**src/rtl/div32x16_seq_pkg.sv**
```systemverilog
// Shared encodings and constants for the 32/16 sequential restoring divider.
// Result bundle and helpers are shared by the top and any future wrappers.
package div32x16_seq_pkg;

    typedef enum logic [1:0] {
        IDLE = 2'd0,
        CALC = 2'd1,
        DONE = 2'd2
    } state_e;

    localparam int          ITERS = 16;
    localparam logic [15:0] SAT   = 16'hFFFF;

    typedef struct packed {
        logic [15:0] quotient;
        logic [15:0] remainder;
        logic        div_by_zero;
        logic        overflow;
    } res_t;

    // Quotient cannot fit in 16 bits when the high half already reaches the divisor.
    function automatic logic quot_overflows(input logic [15:0] hi, input logic [15:0] dv);
        return (dv != 16'd0) && (hi >= dv);
    endfunction

    function automatic res_t sat_result(input logic dbz, input logic ovf);
        res_t r;
        r.quotient    = SAT;
        r.remainder   = SAT;
        r.div_by_zero = dbz;
        r.overflow    = ovf;
        return r;
    endfunction

endpackage

```
**src/rtl/cla_nbit.sv**
```systemverilog
// Parameterised parallel-prefix (Kogge-Stone) carry-lookahead adder: sum = a + b + cin.
// Only the carries into bits 1..N-1 are built; the carry out of the top bit is not produced.
module cla_nbit #(
    parameter int N = 17
) (
    input  logic [N-1:0] a,
    input  logic [N-1:0] b,
    input  logic         cin,
    output logic [N-1:0] sum
);
    localparam int M = N - 1;
    localparam int L = (M > 1) ? $clog2(M) : 1;

    logic [N-1:0]        p;
    logic [N-1:0]        c;
    logic [L:0][M-1:0]   gg;
    logic [L:0][M-1:0]   pg;

    assign p = a ^ b;

    always_comb begin
        gg    = '0;
        pg    = '0;
        gg[0] = a[M-1:0] & b[M-1:0];
        pg[0] = p[M-1:0];
        for (int l = 0; l < L; l++) begin
            for (int i = 0; i < M; i++) begin
                int d;
                int j;
                d = 1 << l;
                j = (i >= d) ? i - d : i;
                if (i >= d) begin
                    gg[l+1][i] = gg[l][i] | (pg[l][i] & gg[l][j]);
                    pg[l+1][i] = pg[l][i] & pg[l][j];
                end else begin
                    gg[l+1][i] = gg[l][i];
                    pg[l+1][i] = pg[l][i];
                end
            end
        end
        c[0] = cin;
        for (int i = 1; i < N; i++) begin
            c[i] = gg[L][i-1] | (pg[L][i-1] & cin);
        end
    end

    assign sum = p ^ c;

endmodule

```
**src/rtl/div32x16_seq.sv**
```systemverilog
// Sequential 32/16 unsigned restoring divider: one quotient bit per cycle, 16 CALC cycles.
// Divide-by-zero and quotient overflow short-circuit straight to DONE with saturated results.
module div32x16_seq
    import div32x16_seq_pkg::*;
(
    input  logic        clk,
    input  logic        rst_n,
    input  logic        in_valid,
    output logic        in_ready,
    input  logic [31:0] dividend,
    input  logic [15:0] divisor,
    output logic        out_valid,
    input  logic        out_ready,
    output logic [15:0] quotient,
    output logic [15:0] remainder,
    output logic        div_by_zero,
    output logic        overflow
);
    state_e      state, state_nxt;
    logic [4:0]  cnt;
    logic [16:0] r;
    logic [15:0] q;
    logic [15:0] dvsr;
    res_t        res;

    logic        accept;
    logic        op_zero;
    logic        op_ovf;
    logic [16:0] shifted;
    logic [16:0] trial;
    logic [16:0] r_step;
    logic [15:0] q_step;
    logic        borrow;
    logic        last_step;

    assign accept  = in_valid && (state == IDLE);
    assign op_zero = (divisor == 16'd0);
    assign op_ovf  = quot_overflows(dividend[31:16], divisor);

    // r < divisor holds throughout CALC, so r[16] is always 0 and drops out of the shift.
    assign shifted = 17'({r, q[15]});

    cla_nbit #(.N(17)) u_trial (
        .a   (shifted),
        .b   (~{1'b0, dvsr}),
        .cin (1'b1),
        .sum (trial)
    );

    assign borrow    = trial[16];
    assign r_step    = borrow ? shifted : trial;
    assign q_step    = {q[14:0], ~borrow};
    assign last_step = (cnt == 5'(ITERS - 1));

    always_comb begin
        state_nxt = state;
        case (state)
            IDLE: if (in_valid) state_nxt = (op_zero || op_ovf) ? DONE : CALC;
            CALC: if (last_step) state_nxt = DONE;
            DONE: if (out_ready) state_nxt = IDLE;
            default: state_nxt = IDLE;
        endcase
    end

    always_ff @(posedge clk or negedge rst_n) begin
        if (!rst_n) state <= IDLE;
        else        state <= state_nxt;
    end

    always_ff @(posedge clk or negedge rst_n) begin
        if (!rst_n) begin
            cnt  <= '0;
            r    <= '0;
            q    <= '0;
            dvsr <= '0;
            res  <= '0;
        end else begin
            case (state)
                IDLE: begin
                    if (accept) begin
                        dvsr <= divisor;
                        r    <= {1'b0, dividend[31:16]};
                        q    <= dividend[15:0];
                        cnt  <= '0;
                        if (op_zero)     res <= sat_result(1'b1, 1'b0);
                        else if (op_ovf) res <= sat_result(1'b0, 1'b1);
                    end
                end
                CALC: begin
                    r   <= r_step;
                    q   <= q_step;
                    cnt <= cnt + 5'd1;
                    if (last_step) begin
                        res.quotient    <= q_step;
                        res.remainder   <= r_step[15:0];
                        res.div_by_zero <= 1'b0;
                        res.overflow    <= 1'b0;
                    end
                end
                default: ;
            endcase
        end
    end

    assign in_ready    = (state == IDLE);
    assign out_valid   = (state == DONE);
    assign quotient    = res.quotient;
    assign remainder   = res.remainder;
    assign div_by_zero = res.div_by_zero;
    assign overflow    = res.overflow;

endmodule

```
**config.mk**
```make
export PLATFORM = sky130hd
export DESIGN_NAME = div32x16_seq
export DESIGN_NICKNAME = d
export VERILOG_FILES = /design/src/rtl/div32x16_seq_pkg.sv /design/src/rtl/cla_nbit.sv /design/src/rtl/div32x16_seq.sv
export SDC_FILE = /design/constraint.sdc
export NUM_CORES = 1
export LEC_CHECK = 0
export CORE_ASPECT_RATIO = 0.9
export CORE_UTILIZATION = 25
export CTS_CLUSTER_SIZE = 24
export DETAILED_ROUTE_END_ITERATION = 16
export SLEW_MARGIN = 20
export SYNTH_ARGS = -nofsm -noshare
export SYNTH_HDL_FRONTEND = slang
export SYNTH_HIERARCHICAL = 1
export SYNTH_SLANG_ARGS = --single-unit
```
**constraint.sdc**
```tcl
create_clock -name clk -period 8.6 [get_ports clk]
set_input_delay 1.72 -clock clk [delete_from_list [all_inputs] [get_ports clk]]
set_output_delay 1.72 -clock clk [all_outputs]
set_load 0.02 [all_outputs]
```
---- Yosys cells after proc, flatten, opt, wreduce, memory -nomap -nowiden ----
Cells that the tools add are included.
word-level totals
  register bits ........................... 89
  word-level logic and storage cells ...... 215
  input bits .............................. 52
cells by class
  bitwise logic cells ..................... 168
  eq/ne operators ......................... 8
  reduce and logical (&&, ||, !) cells .... 11
  add/sub/neg operators ................... 1
  muxes and demuxes ....................... 17
  $lt $le $gt $ge ......................... 1
operators with widths
  operator               number
  $mux W34               4
  $and A1 B1 Y1          98
  $pmux W34 S2           1
  $or A1 B1 Y1           65
  $pmux W16 S2           2
  $mux W16               3
  $xor A17 B17 Y17       2
  $not A16 Y17           1
  $and A16 B16 Y16       1
  $ge A16 B16 Y1         1
  $logic_not A16 Y1      1
  $reduce_bool A16 Y1    1
  $pmux W5 S2            1
  $mux W2                4
  $pmux W2 S3            1
  $add A5 B1 Y5 const B  1
  $eq A5 B4 Y1 const B   1
  $mux W5                1
  $ne A2 B1 Y1 const B   2
  $ne A2 B2 Y1 const B   2
  $reduce_and A2 Y1      2
  $reduce_and A4 Y1      1
  $ne A3 B1 Y1 const B   1
  $reduce_and A3 Y1      1
  7 further kinds        8

---- Longest topological paths before layout ----
Gate-level depths: netlist of the first run.
  depth in word-level cells ............... 15
  mapped depth ............................ 13
  depth with buffers taken out ............ 10

---- By module ----
Netlist of the first run, hierarchy kept.
modules (own cells, without submodules)
  module        area each (um2)  sequential area each (um2)  times used  cells each
  div32x16_seq  4,399.2          2,227.1                     1           411
  cla_nbit      883.3            0.0                         1           121

---- Least setup slack after synthesis of the first run ----
No wires, ideal clock.
  kind .................................... in2reg
  start point ............................. input divisor[13]
  end point ............................... register quotient[10] (netlist name)
  setup time .............................. 0.126 ns
  data required time ...................... 8.474 ns
  slack ................................... 5.220 ns
  stages .................................. 9
  arrival time ............................ 3.253 ns
  cell sequence ........................... inv_1 -> ha_1 -> a211o_1 -> o211ai_1 -> o2111ai_1 -> nor2b_1 -> buf_2 -> buf_2 -> o32a_1
on the way
  word-level cells in the longest chain between the ends .. 4
RTL lines
  element                                                      RTL line                                    source
  start, declared                                              div32x16_seq.sv:11                          input logic [15:0] divisor,
  $ge A16 B16 Y1 (tied with other cells)                       div32x16_seq_pkg.sv:23                      return (dv != 16'd0) && (hi >= dv);
  $logic_and A1 B1 Y1 or $mux W34 (tied branches)              div32x16_seq_pkg.sv:23, div32x16_seq.sv:85
  $ne A3 B1 Y1 (no line) or $mux W34 (tied branches)           -
  $reduce_and A4 Y1 (no line) or $pmux W34 S2 (tied branches)  -
Several ways; a longest one is shown, not always the timed one. The select of a mux whose other input is x is not followed.
A chain may end at the register's enable or synchronous reset.

---- Worst setup path in the final report of the first run ----
  start point ............................. input in_valid
  end point ............................... register remainder[2] (netlist name)
on the way
  word-level cells in the longest chain between the ends .. 3
RTL lines
  element                      RTL line            source
  start, declared              div32x16_seq.sv:8   input logic in_valid,
  $logic_and A1 B1 Y1          div32x16_seq.sv:36  assign accept = in_valid && (state == IDLE);
  $ne A2 B1 Y1 (no line)       -
  $reduce_and A4 Y1 (no line)  -
No other way between the ends.

==> results of run 1 <==
-- worst max-delay path, cell delays in order --
cell and delay (ns):
clkdlybuf4s50_1 0.82, o21ai_2 0.29, buf_4 0.36, o21bai_4 0.34, and3b_1 0.24, buf_4 0.24
o32a_1 0.34
-- registers in the layout, summed over array words and instances (netlist names) --
signal       flops
dvsr            16
remainder       16
r               16
q               16
div_by_zero      1
state            2
cnt              5
overflow         1
quotient        16
-- synthesized netlist by cell type, drive strengths merged (2+ instances only) --
master and number:
ha 34, nand4 4, o21a 2, o21bai 4
xnor2 9, o211ai 6, clkbuf 14, o32a 32
nand3 3, buf 18, o221a 16, dfrtp 89
a21oi 18, nor2 11, nand2 70, mux2i 31
a21o 5, xor2 6, nor3 3, a211oi 5
nor2b 3, a31oi 2, a221oi 2, and3 4
inv 48, and4 2, o21ai 46, nor4 6
o22a 16, a211o 2, or3 3
-- power groups by stage --
| stage | Sequential [mW] | Combinational [mW] | Clock, mW |
|---|---|---|---|
| 2_1_floorplan | 0.680 | 1.19 | 0 |
| 3_3_place_gp | 0.699 | 1.57 | 0 |
| 3_5_place_dp | 0.698 | 1.59 | 0 |
| 4_1_cts | 0.692 | 1.60 | 0.410 |
| 5_1_grt | 0.711 | 1.78 | 0.424 |
| 6_report | 0.694 | 1.60 | 0.404 |
-- final cells by class --
class                   instances  area [µm²]  area share (%)
clock inverters                 6        57.6           0.853
inverters                      48         180            2.67
flip-flops and latches         89        2230            33.0
well taps                     286         358            5.31
repair buffers                 95         928            13.8
clock buffers                  10         239            3.54
multi-input cells             367        2750            40.8
-- cells by family (layout without fill, tap and decap cells) --
family          after synthesis  in the layout  synth area share (%)
simple gates                112            112                  9.64
fa+ha+maj                    35             35                  8.43
buf+inv                      80            159                  6.39
mux                          32             32                  6.09
xor+xnor                     15             15                  2.49
other cells                   1              5                0.0710
compound gates              168            168                  24.7
flops                        89             89                  42.2
-- per-stage QoR --
step / hold WS, ns / instances
after global placement: 0.464 / 885
after floorplan: 0.450 / 536
after CTS: 0.495 / 901
final: 0.493 / 901
after detailed placement: 0.479 / 885
after global routing: 0.540 / 901
-- metal layers --
layer  wire length (µm)  up-vias  global-route usage [%]
li1                   -     2110                       -
met1               7910     2119                    22.2
met2               6480      118                    21.7
met3               1030       17                    4.58
met4                164        0                    2.99
met5                  0        -                       0
-- path summary, 6_finish.rpt --
kind,endpoint,slack (ns),depth (start not counted)
worst max register to register,remainder[14]$_DFFE_PN0P_,5.48,10
max in group asynchronous,remainder[5]$_DFFE_PN0P_,6.18,2
worst max-delay path,remainder[2]$_DFFE_PN0P_,4.47,7
min in group asynchronous,dvsr[2]$_DFFE_PN0P_,1.23,1
worst min-delay path,cnt[4]$_DFFE_PN0P_,0.49,2
worst min register to register,cnt[4]$_DFFE_PN0P_,0.49,2
==> reports/results.tsv, run 1 <==
stage	metric	value	unit
worst_setup_path	timing.rr.start	q[15]$_DFFE_PN0P_	
drt	drcViolationCount	0	
logic_synthesis	synth-edff-count	0	
logic_synthesis	synth_cell_types	60	
drt	vias	4364	
cells_and_area	area_delta_synth_final	27.7	%
clock_tree	cts_root_buf	clkbuf_16	
logic_synthesis	synth_top_area_cell	dfrtp_1	
floorplanning	start_util	25.4	%
floorplanning	die_y	140	µm
drt	postRouteAntennaNets	0	
power_and_ir_drop	combPwrFrac	59.3	%
floorplanning	die_area	21700	µm²
clock_tree	cts_resized	0	
power_and_ir_drop	ir_drop	0.195	mV
floorplanning	io_pins	88	
timing	fin_setup_tns	0	ns
job	drv_cap	0	
global_routing	grt_pass1_wl	25100	µm
cells_and_area	mostFrequentLayoutCells	89 x dfrtp_1, 86 x clkdlybuf4s50_1, 69 x nand2_1	
placed_design	portBuffers	87	
drt	routed_via_density	4.84	
cells_and_area	postLayoutCoreUtil	32.5	%
worst_setup_path	worstSetupStartpointType	input port	
worst_setup_path	crit_start	in_valid	
worst_setup_path	crit_type	input port to register	
global_routing	antenna_found_initial	0	
global_routing	grt_pass1_vias	4375	
timing	setup_ws	4.47	ns
logic_synthesis	synth_area_leaders	dfrtp_1 42%, ha_1 8.1%, o32a_1 6.1%, mux2i_1 5.9%, nand2_1 4.9%	
drt	drt_first_pass_iters	5	
placed_design	globalplace.congestion	0.862	
worst_setup_path	cp.arrival	4.36	ns
placed_design	postPlaceCellArea	6450	µm²
power_and_ir_drop	switchingPower	1.20	mW
global_routing	track_usage	15.1	%
timing	maxSlewViolCount	0	
timing	min_period	4.13	ns
floorplanning	die_x	155	µm
logic_synthesis	synth_flop_cell	dfrtp_1	
cells_and_area	layout_commonest_cell	dfrtp_1	
clock_tree	numCtsBuffers	9	
cells_and_area	antenna_cells	0	
clock_tree	cts.sinks	89	
logic_synthesis	async_reset_ff_share	100	%
status	outcome	completed	
worst_setup_path	crit_required	8.83	ns
power_and_ir_drop	clkPwrFrac	15.0	%
clock_tree	path_clk_slew	0.07	ns
placed_design	preCtsSetupSlack	4.10	ns
clock_tree	cts_tree	built	
worst_hold_path	hold_path.class	register to register	
power_and_ir_drop	intPower	1.49	mW
logic_synthesis	synth.cell_area	5280	µm²
worst_setup_path	cp-end-kind	register	
logic_synthesis	yosys_warnings	6	
logic_synthesis	yosysTopAreaCellShare	42.2	%
timing	min_period_over_period	48.0	%
floorplanning	core_region_area	20800	µm²
timing	fmaxAchievable	242	MHz
logic_synthesis	synth_cells	532	
cells_and_area	fillers	2192	
power_and_ir_drop	switching_share	44.7	%
timing	relSlewSlack	27.7	%
power_and_ir_drop	p_per_area	400	nW/µm²
timing	final-hold-violation-count	0	
timing	worst-slew-pin-transition	1.08	ns
global_routing	grt_remaining_overflow	0	
logic_synthesis	avgSynthCellArea	9.93	µm²
clock_tree	clock_latency	0.36	ns
power_and_ir_drop	p_seq_share	25.8	%
drt	wl	15600	µm
floorplanning	rows	50	
cells_and_area	stdcell_area	6740	µm²
drt	drtIter0Drc	354	
power_and_ir_drop	p_leak	2.78	nW
drt	wl_per_cell	17.3	µm
timing	setup_viol	0	
clock_tree	cts_max_level	3	
power_and_ir_drop	finalPower	2.69	mW
logic_synthesis	ys_seq_area_share	42.2	%
cells_and_area	drive_above_1_share	9.11	%
timing	rsz0062_at_grt	no	
worst_hold_path	hp-start	cnt[4]$_DFFE_PN0P_	
placed_design	dp_hpwl	11500	µm
clock_tree	post_cts_buffers	0	
worst_setup_path	path_max_fanout	39	
clock_tree	clockBufferDepth	2	
clock_tree	hold_buffers	0	
global_routing	grt_max_degree	73	
cells_and_area	nets	697	
timing	fin_skew	0.0115	ns
logic_synthesis	synth-seq-cells	89	
Power figures use the tool's default switching activity.
==> run 2: changes to the inputs <==
clock period = 4 ns   (was 8.6 ns; I/O delays follow)
==> run 2 against run 1 <==
  * Core utilization grew 0.13 points
  * Critical path type unchanged
  * Global-route usage grew 0.17 points
  * Clock skew shrank 0.0038 ns
  * Non-clock buffer count grew 6
  * Worst setup slack lost 3.6 ns
  * Critical endpoint is now quotient[1]$_DFFE_PN0P_
==> reports/results.tsv, run 2 (synthesis gave the netlist of run 1 again) <==
stage	metric	value	unit	change
clock_tree	clockBufferDepth	2		unchanged
worst_setup_path	r2r_slack	1.09	ns	-4.39 ns
clock_tree	numCtsBuffers	9		unchanged
timing	fin_skew	0.00763	ns	-0.00384 ns
drt	wl	15800	µm	+1.5%
drt	postRouteAntennaNets	0		unchanged
timing	relSlewSlack	43.5	%	+16 points
floorplanning	rows	50		unchanged
worst_setup_path	cp.arrival	3.36	ns	-1.00 ns
worst_setup_path	max_stage_delay	0.55	ns	-0.27 ns
worst_setup_path	cp-end-kind	register		
power_and_ir_drop	p_leak	2.80	nW	+0.72%
worst_setup_path	path_cells	clkdlybuf4s50_1, inv_1, ha_1, and3_1, a221oi_1, o21ai_1, and3b_1, buf_4, o32a_1		
power_and_ir_drop	finalPower	5.78	mW	+110%
worst_hold_path	hold_depth	2		unchanged
power_and_ir_drop	combPwrFrac	60.4	%	+1.1 points
timing	worst-slew-pin-transition	0.848	ns	-0.234 ns
global_routing	grt_pass1_vias	4344		-0.71%
clock_tree	path_clk_slew	0.07	ns	about the same
power_and_ir_drop	switching_share	44.5	%	-0.23 points
placed_design	preCtsSetupSlack	0.581	ns	-3.52 ns
worst_hold_path	hold_path.class	register to register		
floorplanning	start_util	25.4	%	unchanged
worst_setup_path	worstSetupStartpointType	input port		
power_and_ir_drop	intPower	3.21	mW	+120%
global_routing	grt_pass1_wl	25100	µm	about the same
global_routing	grt_remaining_overflow	0		unchanged
drt	drcViolationCount	0		unchanged
worst_setup_path	crit_required	4.23	ns	-4.60 ns
clock_tree	post_cts_buffers	0		unchanged
placed_design	dp_hpwl	11900	µm	+3.8%
clock_tree	clock_latency	0.35	ns	about the same
drt	routed_via_density	4.85		+0.18%
drt	wl_per_cell	17.4	µm	+0.84%
placed_design	portBuffers	87		unchanged
cells_and_area	mostFrequentLayoutCells	89 x dfrtp_1, 86 x clkdlybuf4s50_1, 69 x nand2_1		
timing	rsz0062_at_grt	no		
timing	maxSlewViolCount	0		unchanged
cells_and_area	layout_commonest_cell	dfrtp_1		
worst_setup_path	reg2reg_to	remainder[6]$_DFFE_PN0P_		
clock_tree	cts.sinks	89		unchanged
cells_and_area	drive_above_1_share	9.82	%	+0.72 points
clock_tree	cts_resized	0		unchanged
drt	drtIter0Drc	336		-5.1%
status	outcome	completed		
worst_setup_path	worstRegToRegCells	10		unchanged
worst_hold_path	hold_path_end	cnt[4]$_DFFE_PN0P_		
global_routing	track_usage	15.3	%	+0.17 points
drt	drt_first_pass_iters	5		unchanged
timing	setup_viol	0		unchanged
cells_and_area	area_delta_synth_final	28.2	%	
global_routing	antenna_found_initial	0		unchanged
floorplanning	die_x	155	µm	unchanged
drt	vias	4401		+0.85%
timing	setup_ws	0.871	ns	-3.60 ns
global_routing	grt_max_degree	66		-9.6%
placed_design	postPlaceCellArea	6490	µm²	+0.70%
power_and_ir_drop	p_seq_share	25.6	%	-0.2 points
power_and_ir_drop	ir_drop	0.428	mV	+120%
power_and_ir_drop	p_per_area	854	nW/µm²	+110%
power_and_ir_drop	clkPwrFrac	14.0	%	-1.0 points
clock_tree	cts_tree	built		
placed_design	globalplace.congestion	0.887		+2.9%
floorplanning	core_region_area	20800	µm²	unchanged
cells_and_area	fillers	2139		-2.4%
power_and_ir_drop	switchingPower	2.57	mW	+110%
timing	min_period_over_period	78.2	%	
clock_tree	cts_root_buf	clkbuf_16		
cells_and_area	antenna_cells	0		unchanged
worst_setup_path	cpMaxStageDelayCell	clkdlybuf4s50_1		
timing	fin_setup_tns	0	ns	unchanged
worst_setup_path	crit_buf_inv	3		unchanged
job	drv_cap	0		unchanged
timing	final-hold-violation-count	0		unchanged
cells_and_area	stdcell_area	6770	µm²	+0.39%
cells_and_area	nets	703		+0.86%
timing	min_period	3.13	ns	
floorplanning	die_y	140	µm	unchanged
timing	fmaxAchievable	320	MHz	
floorplanning	die_area	21700	µm²	unchanged
worst_setup_path	timing.rr.start	q[15]$_DFFE_PN0P_		
worst_setup_path	path_delay_family	buffers and inverters		
clock_tree	hold_buffers	0		unchanged
worst_hold_path	hp-start	cnt[4]$_DFFE_PN0P_		
worst_setup_path	crit_type	input port to register		
clock_tree	cts_max_level	3		unchanged
floorplanning	io_pins	88		unchanged
worst_setup_path	path_max_fanout	12		-69%
## run 2: cell count changes in the layout (fill, tap and decap cells not counted)
cell	before	now
clkbuf_8	1	0
buf_4	9	15
inv_6	2	3
clkinv_2	0	1
inv_8	2	0
clkbuf_1	0	1
## run 2: how the worst max path moves through the flow
| stage | from | to | slack [ns] | depth (start not counted) |
|---|---|---|---|---|
| floorplan | q[15]$_DFFE_PN0P_ | remainder[10]$_DFFE_PN0P_ | 1.31 | 11 |
| global placement | divisor[7] | quotient[10]$_DFFE_PN0P_ | 0.60 | 9 |
| detailed placement | divisor[6] | quotient[2]$_DFFE_PN0P_ | 0.58 | 9 |
| CTS | divisor[7] | quotient[1]$_DFFE_PN0P_ | 0.94 | 9 |
| global route | q[15]$_DFFE_PN0P_ | remainder[6]$_DFFE_PN0P_ | 0.76 | 10 |
| finish | divisor[7] | quotient[1]$_DFFE_PN0P_ | 0.87 | 9 |
## run 2: power groups by stage
stage	registers (mW)	logic, mW	clock network, mW
floorplan	1.46	2.55	0
global placement	1.49	3.42	0
detailed placement	1.49	3.45	0
CTS	1.48	3.47	0.834
global route	1.52	3.87	0.868
finish	1.48	3.49	0.811
## run 2: metal layers
| layer | routed length, µm | global-route usage, % |
|---|---|---|
| met2 | 6650 | 21.9 |
| met1 | 8170 | 22.6 |
| met5 | 0 | 0 |
| met3 | 795 | 4.12 |
| met4 | 199 | 3.30 |
## run 2: worst min-delay path, stage by stage, from the launching register on
cell and delay (ns):
dfrtp_1 0.34, nand2_1 0.04, o21ai_0 0.07
## run 2: layout make-up
class | instances | area, µm² | area share [%]
flip-flops and latches | 89 | 2230 | 32.9
inverters | 48 | 180 | 2.66
repair buffers | 101 | 973 | 14.4
clock inverters | 6 | 48.8 | 0.721
multi-input cells | 367 | 2750 | 40.7
well taps | 286 | 358 | 5.29
clock buffers | 10 | 229 | 3.38
## run 2: through the flow
step           instances  util, %  hold WS [ns]
2_1_floorplan        536        -         0.450
3_3_place_gp         891     31.3         0.464
3_5_place_dp         891     31.3         0.479
4_1_cts              907     32.6         0.495
5_1_grt              907     32.6         0.545
6_report             907     32.6         0.490
==> run 3: changes to the inputs <==
clock period = 2.6 ns   (was 4 ns; I/O delays follow)
==> run 3 against run 2 <==
  * Non-clock buffer count is 67 higher
  * Highest routed layer unchanged
  * Register-to-register slack worse by 1.0 ns
  * Sequential power is 56% higher
  * Core utilization is 4.1 points higher
  * Critical endpoint is now remainder[15]$_DFFE_PN0P_
  * Critical path type is now register to register
  * First-iteration DRC count is 8.6% lower
  * Worst setup slack worse by 0.83 ns
  * Routed wire length is 4.8% higher
  * Critical path depth is 2 higher
  * Clock-buffer cell count is 1 lower
  * Flip-flop and latch count stayed put
  * Clock power is 73% higher
==> reports/results.tsv, run 3 (synthesis gave the netlist of run 1 again) <==
stage	metric	value	unit	change
worst_setup_path	cp-end-kind	register		
cells_and_area	drive_above_1_share	23.7	%	+14 points
clock_tree	cts.sinks	89		unchanged
drt	drcViolationCount	0		unchanged
timing	fin_skew	0.00911	ns	+0.00148 ns
worst_hold_path	hold_path.class	input port to asynchronous set/reset pin		
timing	worst-slew-pin-transition	0.654	ns	-0.194 ns
job	drv_cap	0		unchanged
drt	drt_first_pass_iters	4		-1
cells_and_area	antenna_cells	0		unchanged
worst_setup_path	cp.arrival	2.79	ns	-0.57 ns
placed_design	portBuffers	87		unchanged
global_routing	antenna_found_initial	0		unchanged
global_routing	grt_pass1_wl	26000	µm	+3.5%
power_and_ir_drop	p_per_area	1400	nW/µm²	+64%
timing	setup_ws	0.0446	ns	-0.826 ns
global_routing	grt_pass1_vias	4656		+7.2%
cells_and_area	area_delta_synth_final	44.1	%	
worst_setup_path	crit_required	2.84	ns	-1.39 ns
clock_tree	path_clk_slew	0.07	ns	about the same
timing	fin_setup_tns	0	ns	unchanged
drt	drtIter0Drc	307		-8.6%
drt	vias	4618		+4.9%
timing	min_period_over_period	98.3	%	
drt	routed_via_density	4.74		-2.3%
floorplanning	start_util	25.4	%	unchanged
timing	relSlewSlack	56.3	%	+13 points
cells_and_area	nets	770		+9.5%
clock_tree	cts_root_buf	clkbuf_16		
timing	fmaxAchievable	391	MHz	
floorplanning	die_area	21700	µm²	unchanged
clock_tree	cts_max_level	3		unchanged
worst_setup_path	path_delay_family	compound AO/OA/AOI/OAI gates		
timing	setup_viol	0		unchanged
cells_and_area	stdcell_area	7610	µm²	+12%
timing	maxSlewViolCount	0		unchanged
worst_setup_path	path_max_fanout	7		-5
cells_and_area	mostFrequentLayoutCells	85 x dfrtp_1, 85 x clkdlybuf4s50_1, 77 x buf_4		
clock_tree	clockBufferDepth	2		unchanged
drt	wl	16600	µm	+4.8%
clock_tree	numCtsBuffers	9		unchanged
timing	min_period	2.56	ns	
placed_design	dp.cells	955		+7.2%
power_and_ir_drop	p_leak	3.17	nW	+14%
power_and_ir_drop	ir_drop	0.677	mV	+58%
floorplanning	die_y	140	µm	unchanged
worst_setup_path	cp_num_cells	11		+2
worst_setup_path	worstRegToRegCells	11		+1
worst_setup_path	crit_buf_inv	2		-1
floorplanning	core_region_area	20800	µm²	unchanged
worst_setup_path	cpMaxStageDelayCell	dfrtp_2		
floorplanning	rows	50		unchanged
global_routing	track_usage	15.6	%	+0.38 points
global_routing	grt_remaining_overflow	0		unchanged
clock_tree	cts_tree	built		
clock_tree	clock_latency	0.36	ns	about the same
status	outcome	completed		
power_and_ir_drop	finalPower	10.6	mW	+84%
drt	wl_per_cell	17.0	µm	-2.4%
global_routing	grt_max_degree	40		-39%
floorplanning	io_pins	88		unchanged
worst_setup_path	worstSetupStartpointType	register		
placed_design	dp_hpwl	12600	µm	+5.7%
timing	final-hold-violation-count	0		unchanged
placed_design	postPlaceCellArea	7040	µm²	+8.4%
floorplanning	die_x	155	µm	unchanged
worst_setup_path	crit_type	register to register		
cells_and_area	layoutNonFillerInstCount	974		+7.4%
placed_design	preCtsSetupSlack	-0.474	ns	-1.05 ns
placed_design	globalplace.congestion	0.883		-0.38%
worst_setup_path	path_cells	ha_4, a211oi_2, o21ai_2, a21oi_2, o21bai_4, xnor2_2, buf_4, buf_12, mux2i_2, nand2_1, o32a_1		
worst_setup_path	max_stage_delay	0.46	ns	-0.09 ns
drt	postRouteAntennaNets	0		unchanged
==> run 3: cell count changes in the layout (fill, tap and decap cells not counted), moves of 3 or more <==
cell     change
buf_4       +62
ha_1         -9
ha_4         +8
buf_12       +5
a21oi_1      -4
a21oi_2      +4
dfrtp_1      -4
dfrtp_2      +4
inv_6        -3
inv_8        +3
==> run 3: repair_timing <==
| item | in CTS | in global routing |
|---|---|---|
| setup endpoints to repair | 43 | 42 |
| hold buffers | 0 | 0 |
| buffers inserted | 1 | 2 |
| pin swaps | 1 | 11 |
| gates resized for setup | 3 | 36 |
==> run 3: final cells by class <==
cell class	instances	area, µm²
inverters	48	180
multi-input cells	367	2980
repair buffers	168	1540
well taps	286	358
clock inverters	7	96.3
clock buffers	9	225
flip-flops and latches	89	2230
fillers	2124	13200
==> run 3: metrics by stage <==
stage                     hold WS, ns  utilization (%)
after floorplan                 0.224                -
after global placement          0.465             33.9
after detailed placement        0.473             33.9
after CTS                       0.153             35.6
after global routing            0.176             36.7
final                           0.137             36.7
==> run 3: final timing paths <==
kind / slack, ns / to / start
setup / recovery: 0.04 / remainder[15]$_DFFE_PN0P_ / q[15]$_DFFE_PN0P_
setup reg to reg: 0.04 / remainder[15]$_DFFE_PN0P_ / q[15]$_DFFE_PN0P_
hold reg to reg: 0.49 / cnt[4]$_DFFE_PN0P_ / cnt[4]$_DFFE_PN0P_
min in group clk: 0.49 / cnt[4]$_DFFE_PN0P_ / cnt[4]$_DFFE_PN0P_
hold / removal: 0.14 / dvsr[11]$_DFFE_PN0P_ / rst_n
max in group asynchronous: 1.84 / quotient[12]$_DFFE_PN0P_ / rst_n
==> run 3: power by group <==
group	internal [mW]	switching [mW]
Combinational	3.47	3.44
Sequential	1.88	0.432
Clock	0.775	0.627
Total	6.12	4.50
==> run 3: worst reg2reg max path, delay by kind of cell, from the launching register on <==
kind,cells,cell delay (ns)
mux,1,0.24
simple gates,1,0.12
flops,1,0.46
buf+inv,2,0.28
compound gates,5,0.89
xor+xnor,1,0.18
fa+ha+maj,1,0.27
==> run 3: per-layer routing <==
metal	global-route usage (%)	up-vias	wire length, µm
li1	-	2261	-
met1	22.6	2243	8290
met2	23.4	101	7270
met3	3.22	13	839
met4	4.33	0	179
met5	0	-	0
